===== config.mk =====
export PLATFORM = sky130hd
export DESIGN_NAME = pll_reset_ctrl_flat
export DESIGN_NICKNAME = d
export VERILOG_FILES = /design/src/rtl/pll_reset_ctrl_pkg.sv /design/src/rtl/pll_reset_ctrl_if.sv /design/src/rtl/pll_reset_ctrl_bit_sync.sv /design/src/rtl/pll_reset_ctrl.sv /design/src/flat_wrapper.sv
export SDC_FILE = /design/constraint.sdc
export NUM_CORES = 1
export LEC_CHECK = 0
export CAP_MARGIN = 20
export CORE_MARGIN = 2
export CORE_UTILIZATION = 40
export DETAILED_ROUTE_END_ITERATION = 8
export SKIP_CTS_REPAIR_TIMING = 1
export SYNTH_ARGS = -nofsm -noshare
export SYNTH_HDL_FRONTEND = slang
export SYNTH_SLANG_ARGS = --single-unit

===== constraint.sdc =====
create_clock -name ref_clk -period 3.7 [get_ports ref_clk]
set_clock_uncertainty 0.15 [all_clocks]
set_input_delay 0.74 -clock ref_clk [delete_from_list [all_inputs] [get_ports ref_clk]]
set_output_delay 0.74 -clock ref_clk [all_outputs]
set_load 0.02 [all_outputs]

===== src/rtl/pll_reset_ctrl_pkg.sv =====
// Shared types and constants for the PLL reset/lock supervisor.
package pll_reset_ctrl_pkg;

   typedef enum logic [2:0] {
      RESET_PLL,
      WAIT_LOCK,
      STABLE,
      RUN,
      FAIL
   } pll_rst_state_e;

   localparam int RetryW = 4;

   // Largest of three cycle counts; sizes the shared phase counter.
   function automatic int max3(input int a, input int b, input int c);
      int m;
      m = a;
      if (b > m) m = b;
      if (c > m) m = c;
      return m;
   endfunction

endpackage


===== src/rtl/pll_reset_ctrl_if.sv =====
// PLL-facing and system-facing signals of the reset supervisor.
// master: the supervisor; slave: the PLL / system side.
interface pll_reset_ctrl_if;
   import pll_reset_ctrl_pkg::*;

   logic              pll_lock;
   logic              relock_req;
   logic              pll_rst;
   logic              sys_rst_n;
   logic              ready;
   logic              fail;
   logic [RetryW-1:0] retry_cnt;

   modport master (
      input  pll_lock,
      input  relock_req,
      output pll_rst,
      output sys_rst_n,
      output ready,
      output fail,
      output retry_cnt
   );

   modport slave (
      output pll_lock,
      output relock_req,
      input  pll_rst,
      input  sys_rst_n,
      input  ready,
      input  fail,
      input  retry_cnt
   );

endinterface


===== src/rtl/pll_reset_ctrl_bit_sync.sv =====
// Multi-flop synchroniser for a single asynchronous level; flops reset to 0.
module bit_sync #(
   parameter int Stages = 2
) (
   input  logic clk,
   input  logic rst_n,
   input  logic d,
   output logic q
);

   logic [Stages-1:0] sync_q;

   // Shift the asynchronous input through the flop chain.
   always_ff @(posedge clk or negedge rst_n) begin
      if (!rst_n) begin
         sync_q <= '0;
      end else begin
         sync_q <= {sync_q[Stages-2:0], d};
      end
   end

   assign q = sync_q[Stages-1];

endmodule


===== src/rtl/pll_reset_ctrl.sv =====
// PLL reset/lock supervisor: pulses the PLL reset, waits for lock, retries on
// timeout and releases the system reset once lock has been stable long enough.
//
//  state     | meaning
//  ----------+-----------------------------------------------------------
//  RESET_PLL | pll_rst held high for PllRstCycles cycles
//  WAIT_LOCK | pll_rst low, waiting for synced lock, timeout -> retry
//  STABLE    | synced lock seen, counting consecutive locked cycles
//  RUN       | system reset released, ready high
//  FAIL      | retries exhausted, PLL held in reset until relock/rst_n
module pll_reset_ctrl
   import pll_reset_ctrl_pkg::*;
#(
   parameter int PllRstCycles      = 16,
   parameter int LockTimeoutCycles = 65536,
   parameter int LockStableCycles  = 1024,
   parameter int SyncStages        = 2,
   parameter int MaxRetries        = 7
) (
   input logic              ref_clk,
   input logic              rst_n,
   pll_reset_ctrl_if.master bus
);

   localparam int MaxCycles = max3(PllRstCycles, LockTimeoutCycles, LockStableCycles);
   localparam int CntW      = (MaxCycles > 1) ? $clog2(MaxCycles) : 1;

   // The WAIT_LOCK cycle that first sees lock counts as the first stable
   // cycle, so STABLE itself only needs LockStableCycles-1 more.
   localparam bit              StableSkip  = (LockStableCycles == 1);
   localparam logic [CntW-1:0] RstLast     = CntW'(PllRstCycles - 1);
   localparam logic [CntW-1:0] TimeoutLast = CntW'(LockTimeoutCycles - 1);
   localparam logic [CntW-1:0] StableLast  =
      CntW'((LockStableCycles >= 2) ? (LockStableCycles - 2) : 0);
   localparam bit                RetryLimited = (MaxRetries != 0);
   localparam logic [RetryW-1:0] RetryMax     = RetryW'(MaxRetries);

   pll_rst_state_e    state_q, state_nxt;
   logic [CntW-1:0]   cnt_q, cnt_nxt;
   logic [RetryW-1:0] retry_q, retry_nxt, retry_inc;
   logic              pll_rst_q, pll_rst_nxt;
   logic              sys_rst_n_q, sys_rst_n_nxt;
   logic              ready_q, ready_nxt;
   logic              fail_q, fail_nxt;
   logic              lock_s;

   bit_sync #(.Stages(SyncStages)) u_lock_sync (
      .clk   (ref_clk),
      .rst_n (rst_n),
      .d     (bus.pll_lock),
      .q     (lock_s)
   );

   assign retry_inc = (retry_q == {RetryW{1'b1}}) ? retry_q : retry_q + RetryW'(1);

   // Next state, shared counter and next-state-decoded outputs.
   always_comb begin
      state_nxt = state_q;
      cnt_nxt   = cnt_q;
      retry_nxt = retry_q;
      if (bus.relock_req) begin
         state_nxt = RESET_PLL;
         cnt_nxt   = '0;
         retry_nxt = '0;
      end else begin
         case (state_q)
            RESET_PLL: begin
               if (cnt_q == RstLast) begin
                  state_nxt = WAIT_LOCK;
                  cnt_nxt   = '0;
               end else begin
                  cnt_nxt = cnt_q + CntW'(1);
               end
            end
            WAIT_LOCK: begin
               if (lock_s) begin
                  state_nxt = StableSkip ? RUN : STABLE;
                  cnt_nxt   = '0;
               end else if (cnt_q == TimeoutLast) begin
                  retry_nxt = retry_inc;
                  cnt_nxt   = '0;
                  if (RetryLimited && (retry_inc == RetryMax)) begin
                     state_nxt = FAIL;
                  end else begin
                     state_nxt = RESET_PLL;
                  end
               end else begin
                  cnt_nxt = cnt_q + CntW'(1);
               end
            end
            STABLE: begin
               if (!lock_s) begin
                  state_nxt = WAIT_LOCK;
                  cnt_nxt   = '0;
               end else if (cnt_q == StableLast) begin
                  state_nxt = RUN;
                  cnt_nxt   = '0;
               end else begin
                  cnt_nxt = cnt_q + CntW'(1);
               end
            end
            RUN: begin
               if (!lock_s) begin
                  state_nxt = RESET_PLL;
                  cnt_nxt   = '0;
                  retry_nxt = '0;
               end
            end
            FAIL: begin
               state_nxt = FAIL;
            end
            default: begin
               state_nxt = RESET_PLL;
               cnt_nxt   = '0;
               retry_nxt = '0;
            end
         endcase
      end

      pll_rst_nxt   = (state_nxt == RESET_PLL) || (state_nxt == FAIL);
      sys_rst_n_nxt = (state_nxt == RUN);
      ready_nxt     = (state_nxt == RUN);
      fail_nxt      = (state_nxt == FAIL);
   end

   // State, counter and registered outputs; reset asserts PLL and system reset.
   always_ff @(posedge ref_clk or negedge rst_n) begin
      if (!rst_n) begin
         state_q     <= RESET_PLL;
         cnt_q       <= '0;
         retry_q     <= '0;
         pll_rst_q   <= 1'b1;
         sys_rst_n_q <= 1'b0;
         ready_q     <= 1'b0;
         fail_q      <= 1'b0;
      end else begin
         state_q     <= state_nxt;
         cnt_q       <= cnt_nxt;
         retry_q     <= retry_nxt;
         pll_rst_q   <= pll_rst_nxt;
         sys_rst_n_q <= sys_rst_n_nxt;
         ready_q     <= ready_nxt;
         fail_q      <= fail_nxt;
      end
   end

   assign bus.pll_rst   = pll_rst_q;
   assign bus.sys_rst_n = sys_rst_n_q;
   assign bus.ready     = ready_q;
   assign bus.fail      = fail_q;
   assign bus.retry_cnt = retry_q;

endmodule


===== src/flat_wrapper.sv =====
// flat-port wrapper written by rule: the top's interface ports become plain ports
module pll_reset_ctrl_flat import pll_reset_ctrl_pkg::*;
#(
   parameter int PllRstCycles      = 16,
   parameter int LockTimeoutCycles = 65536,
   parameter int LockStableCycles  = 1024,
   parameter int SyncStages        = 2,
   parameter int MaxRetries        = 7
)
  (ref_clk, rst_n, bus_pll_lock, bus_relock_req, bus_pll_rst, bus_sys_rst_n, bus_ready, bus_fail, bus_retry_cnt);
  pll_reset_ctrl_if bus_i ();
  input logic ref_clk;
  input logic rst_n;
  input wire logic [$bits(bus_i.pll_lock)-1:0] bus_pll_lock;
  input wire logic [$bits(bus_i.relock_req)-1:0] bus_relock_req;
  output wire logic [$bits(bus_i.pll_rst)-1:0] bus_pll_rst;
  output wire logic [$bits(bus_i.sys_rst_n)-1:0] bus_sys_rst_n;
  output wire logic [$bits(bus_i.ready)-1:0] bus_ready;
  output wire logic [$bits(bus_i.fail)-1:0] bus_fail;
  output wire logic [$bits(bus_i.retry_cnt)-1:0] bus_retry_cnt;
  assign bus_i.pll_lock = bus_pll_lock;
  assign bus_i.relock_req = bus_relock_req;
  assign bus_pll_rst = bus_i.pll_rst;
  assign bus_sys_rst_n = bus_i.sys_rst_n;
  assign bus_ready = bus_i.ready;
  assign bus_fail = bus_i.fail;
  assign bus_retry_cnt = bus_i.retry_cnt;
  pll_reset_ctrl #(.PllRstCycles(PllRstCycles), .LockTimeoutCycles(LockTimeoutCycles), .LockStableCycles(LockStableCycles), .SyncStages(SyncStages), .MaxRetries(MaxRetries)) u_core (.ref_clk(ref_clk), .rst_n(rst_n), .bus(bus_i));
endmodule

==> results.toml <==
[layout]
multi_input_area_um2 = 863
design_area_um2 = 1840
ff_latch_area_um2 = 702
syn2layout_area_growth_pct = 13.8
final_core_util_pct = 46.7
fin_nets = 193
antenna_cells = 0
drive_gt1_share_pct = 9.19
nFillCells = 354

[synth]
ys_ff_latch = 28
synth_edf_count = 0
ys_seq_area_share_pct = 43.4
yosysMostFrequentCell = "dfrtp_1"
synth_area_leaders = "dfrtp_1, a21oi_1, o21ai_0"
ys_async_sr_fraction_pct = 100
synth_ff_type = "dfrtp_1"
yosysTopAreaCell = "dfrtp_1"
yosys_warnings = 0
ys_types = 53
synth.avg_cell_area_um2 = 9.25
synthDominantCellAreaShare_pct = 41.7
ys_top_cells_by_count = "dfrtp_1, nand2_1, a21oi_1, nor2_1, o21ai_0"
syn-cell-area_um2 = 1620
syn_inst = 175
syn_nets = 182

[power]
ir_drop_uv = 160
powerDensity_nw_per_um2 = 314
leakage_nw = 0.720

[worst_setup_path]
path_class = "in -> reg"
crit_chain = "clkdlybuf4s50_1 > nor3_1 > nand2_1 > a21o_2 > or4_1 > o21ai_1"
critPathLaunchType = "input pin"
slowest_stage = "clkdlybuf4s50_1"
startpoint = "bus_relock_req"
crit_path_end_kind = "register"
worstPathArrival_ns = 2.63
critPathTopFamily = "simple AND/OR/NAND/NOR gates"
r2r-start = "u_core.cnt_q[0]$_DFFE_PN0P_"
max_stage_delay_ns = 0.57
required_ns = 3.75
path_buf_inv = 1
cp_max_fo = 9

[die]
start_util_pct = 41.1
fp.dieArea_um2 = 4570
num_rows = 23
die_x_um = 67.6
io_pins = 12
fp.coreArea_um2 = 3940
die_height_um = 67.6

[clock_network]
clkTransAtPathRegs_ns = 0.09
cts_tree = "done"
cts_num_sinks = 28
htree_levels = 1
clockBufferDepth = 2
cts_buffers = 3
clkLatencyLatePin_ns = 0.27
clock-root-buffer = "clkbuf_8"

[detailed_routing]
wl_um = 3470
drc_errors = 0
wl_per_cell_um = 14.8
vias_per_cell = 5.63
ant_nets = 0
dr_total_vias = 1324
drt_pass1_iterations = 4
drtIter0Drc = 158

[sta]
clock.fmax_mhz = 388
rsz0062_at_grt = "false"
setup_viol = 0
slew_violations = 0
slew-limit-headroom_pct = 51.8
fin_tns_setup_ns = 0
hold_violations = 0
tightest_slew_ns = 0.716
fin_crit_ns = 2.58
finalCritPeriodShare_pct = 69.7

[global_route]
track_usage_pct = 17.2
grt_pass1_vias = 1302
grt_pass1_wl_um = 5990
antenna_found_initial = 0
grt_max_degree = 29
grt_overflow = 0

[place]
dp_hpwl_um = 2480
globalplace.congestion = 0.840
io_buffers = 11
dpl_cell_area_um2 = 1770

[worst_hold_path]
hp-start = "u_core.u_lock_sync.sync_q[0]$_DFF_PN0_"
hold_path_class = "reg -> reg"

[flow_run]
cap_violations = 0

[outcome]
status = "complete, no violations"
[sequential cells by signal, indices dropped and copies added (netlist names)]
| register | flops |
|---|---|
| u_core.state_q | 3 |
| u_core.bus.pll_rst | 1 |
| u_core.bus.sys_rst_n | 1 |
| u_core.bus.fail | 1 |
| u_core.cnt_q | 16 |
| u_core.bus.retry_cnt | 4 |
| u_core.u_lock_sync.sync_q | 2 |
[layer usage]
metal,share of wire (%),track usage [%]
met3,3.3,3.33
met2,49,29.0
met4,0.98,6.12
met1,47,21.8
met5,0,0
[area by class of cell]
cell class	count	area share (%)
Sequential cell	28	38.1
Clock buffer	3	2.24
Multi-Input combinational cell	135	46.8
Inverter	5	1.02
Clock inverter	1	1.63
Timing Repair Buffer	13	6.79
Tap cell	50	3.39
[cell families after synthesis]
| kind of cell | synth area share (%) |
|---|---|
| fa+ha+maj | 2.32 |
| simple gates | 26.8 |
| buf+inv | 3.32 |
| compound gates | 20.2 |
| flops | 43.4 |
| mux | 1.24 |
| xor+xnor | 2.70 |
[placed cells by master, fill, tap and decap left out, types with 2 or more instances in the layout]
cell type / count
and3_1: 2
or2_1: 2
clkbuf_8: 3
nand2b_1: 2
o22ai_1: 2
and4_1: 2
nor4_1: 3
inv_1: 5
o21ai_0: 12
nand4_1: 6
nor3_1: 3
buf_4: 2
a21oi_1: 12
nand2_1: 16
and2_1: 2
o21ai_1: 3
nand3_1: 11
o31ai_1: 3
mux2i_1: 2
nor2_1: 12
ha_1: 3
or3_1: 2
clkdlybuf4s50_1: 11
a21o_1: 2
dfrtp_1: 27
a21oi_2: 2
xor2_1: 4
nor3b_1: 3
[metrics by stage]
step | power, mW | std cells | hold slack [ns] | setup WS [ns]
2_1_floorplan | 0.336 | 175 | 0.181 | 1.44
3_3_place_gp | 0.350 | 231 | 0.182 | 0.931
3_5_place_dp | 0.351 | 231 | 0.186 | 0.893
4_1_cts | 0.590 | 235 | 0.209 | 1.16
5_1_grt | 0.604 | 235 | 0.214 | 1.02
6_report | 0.579 | 235 | 0.206 | 1.12
[report_power, final]
part,internal [mW],switching (mW)
registers,0.310,0.00535
logic,0.0111,0.0181
clock network,0.145,0.0903
total,0.466,0.114
[worst paths after layout]
check,endpoint,slack (ns),cells past startpoint
setup / recovery,u_core.cnt_q[11]$_DFFE_PN0P_,1.12,6
hold / removal,u_core.u_lock_sync.sync_q[1]$_DFF_PN0_,0.21,0
setup reg to reg,u_core.bus.sys_rst_n$_DFF_PN0_,1.25,7
hold reg to reg,u_core.u_lock_sync.sync_q[1]$_DFF_PN0_,0.21,0
max in group asynchronous,u_core.bus.pll_rst$_DFF_PN1_,2.41,2
min in group asynchronous,u_core.bus.sys_rst_n$_DFF_PN0_,0.69,2
No activity file was read; power rests on OpenSTA's default activity.
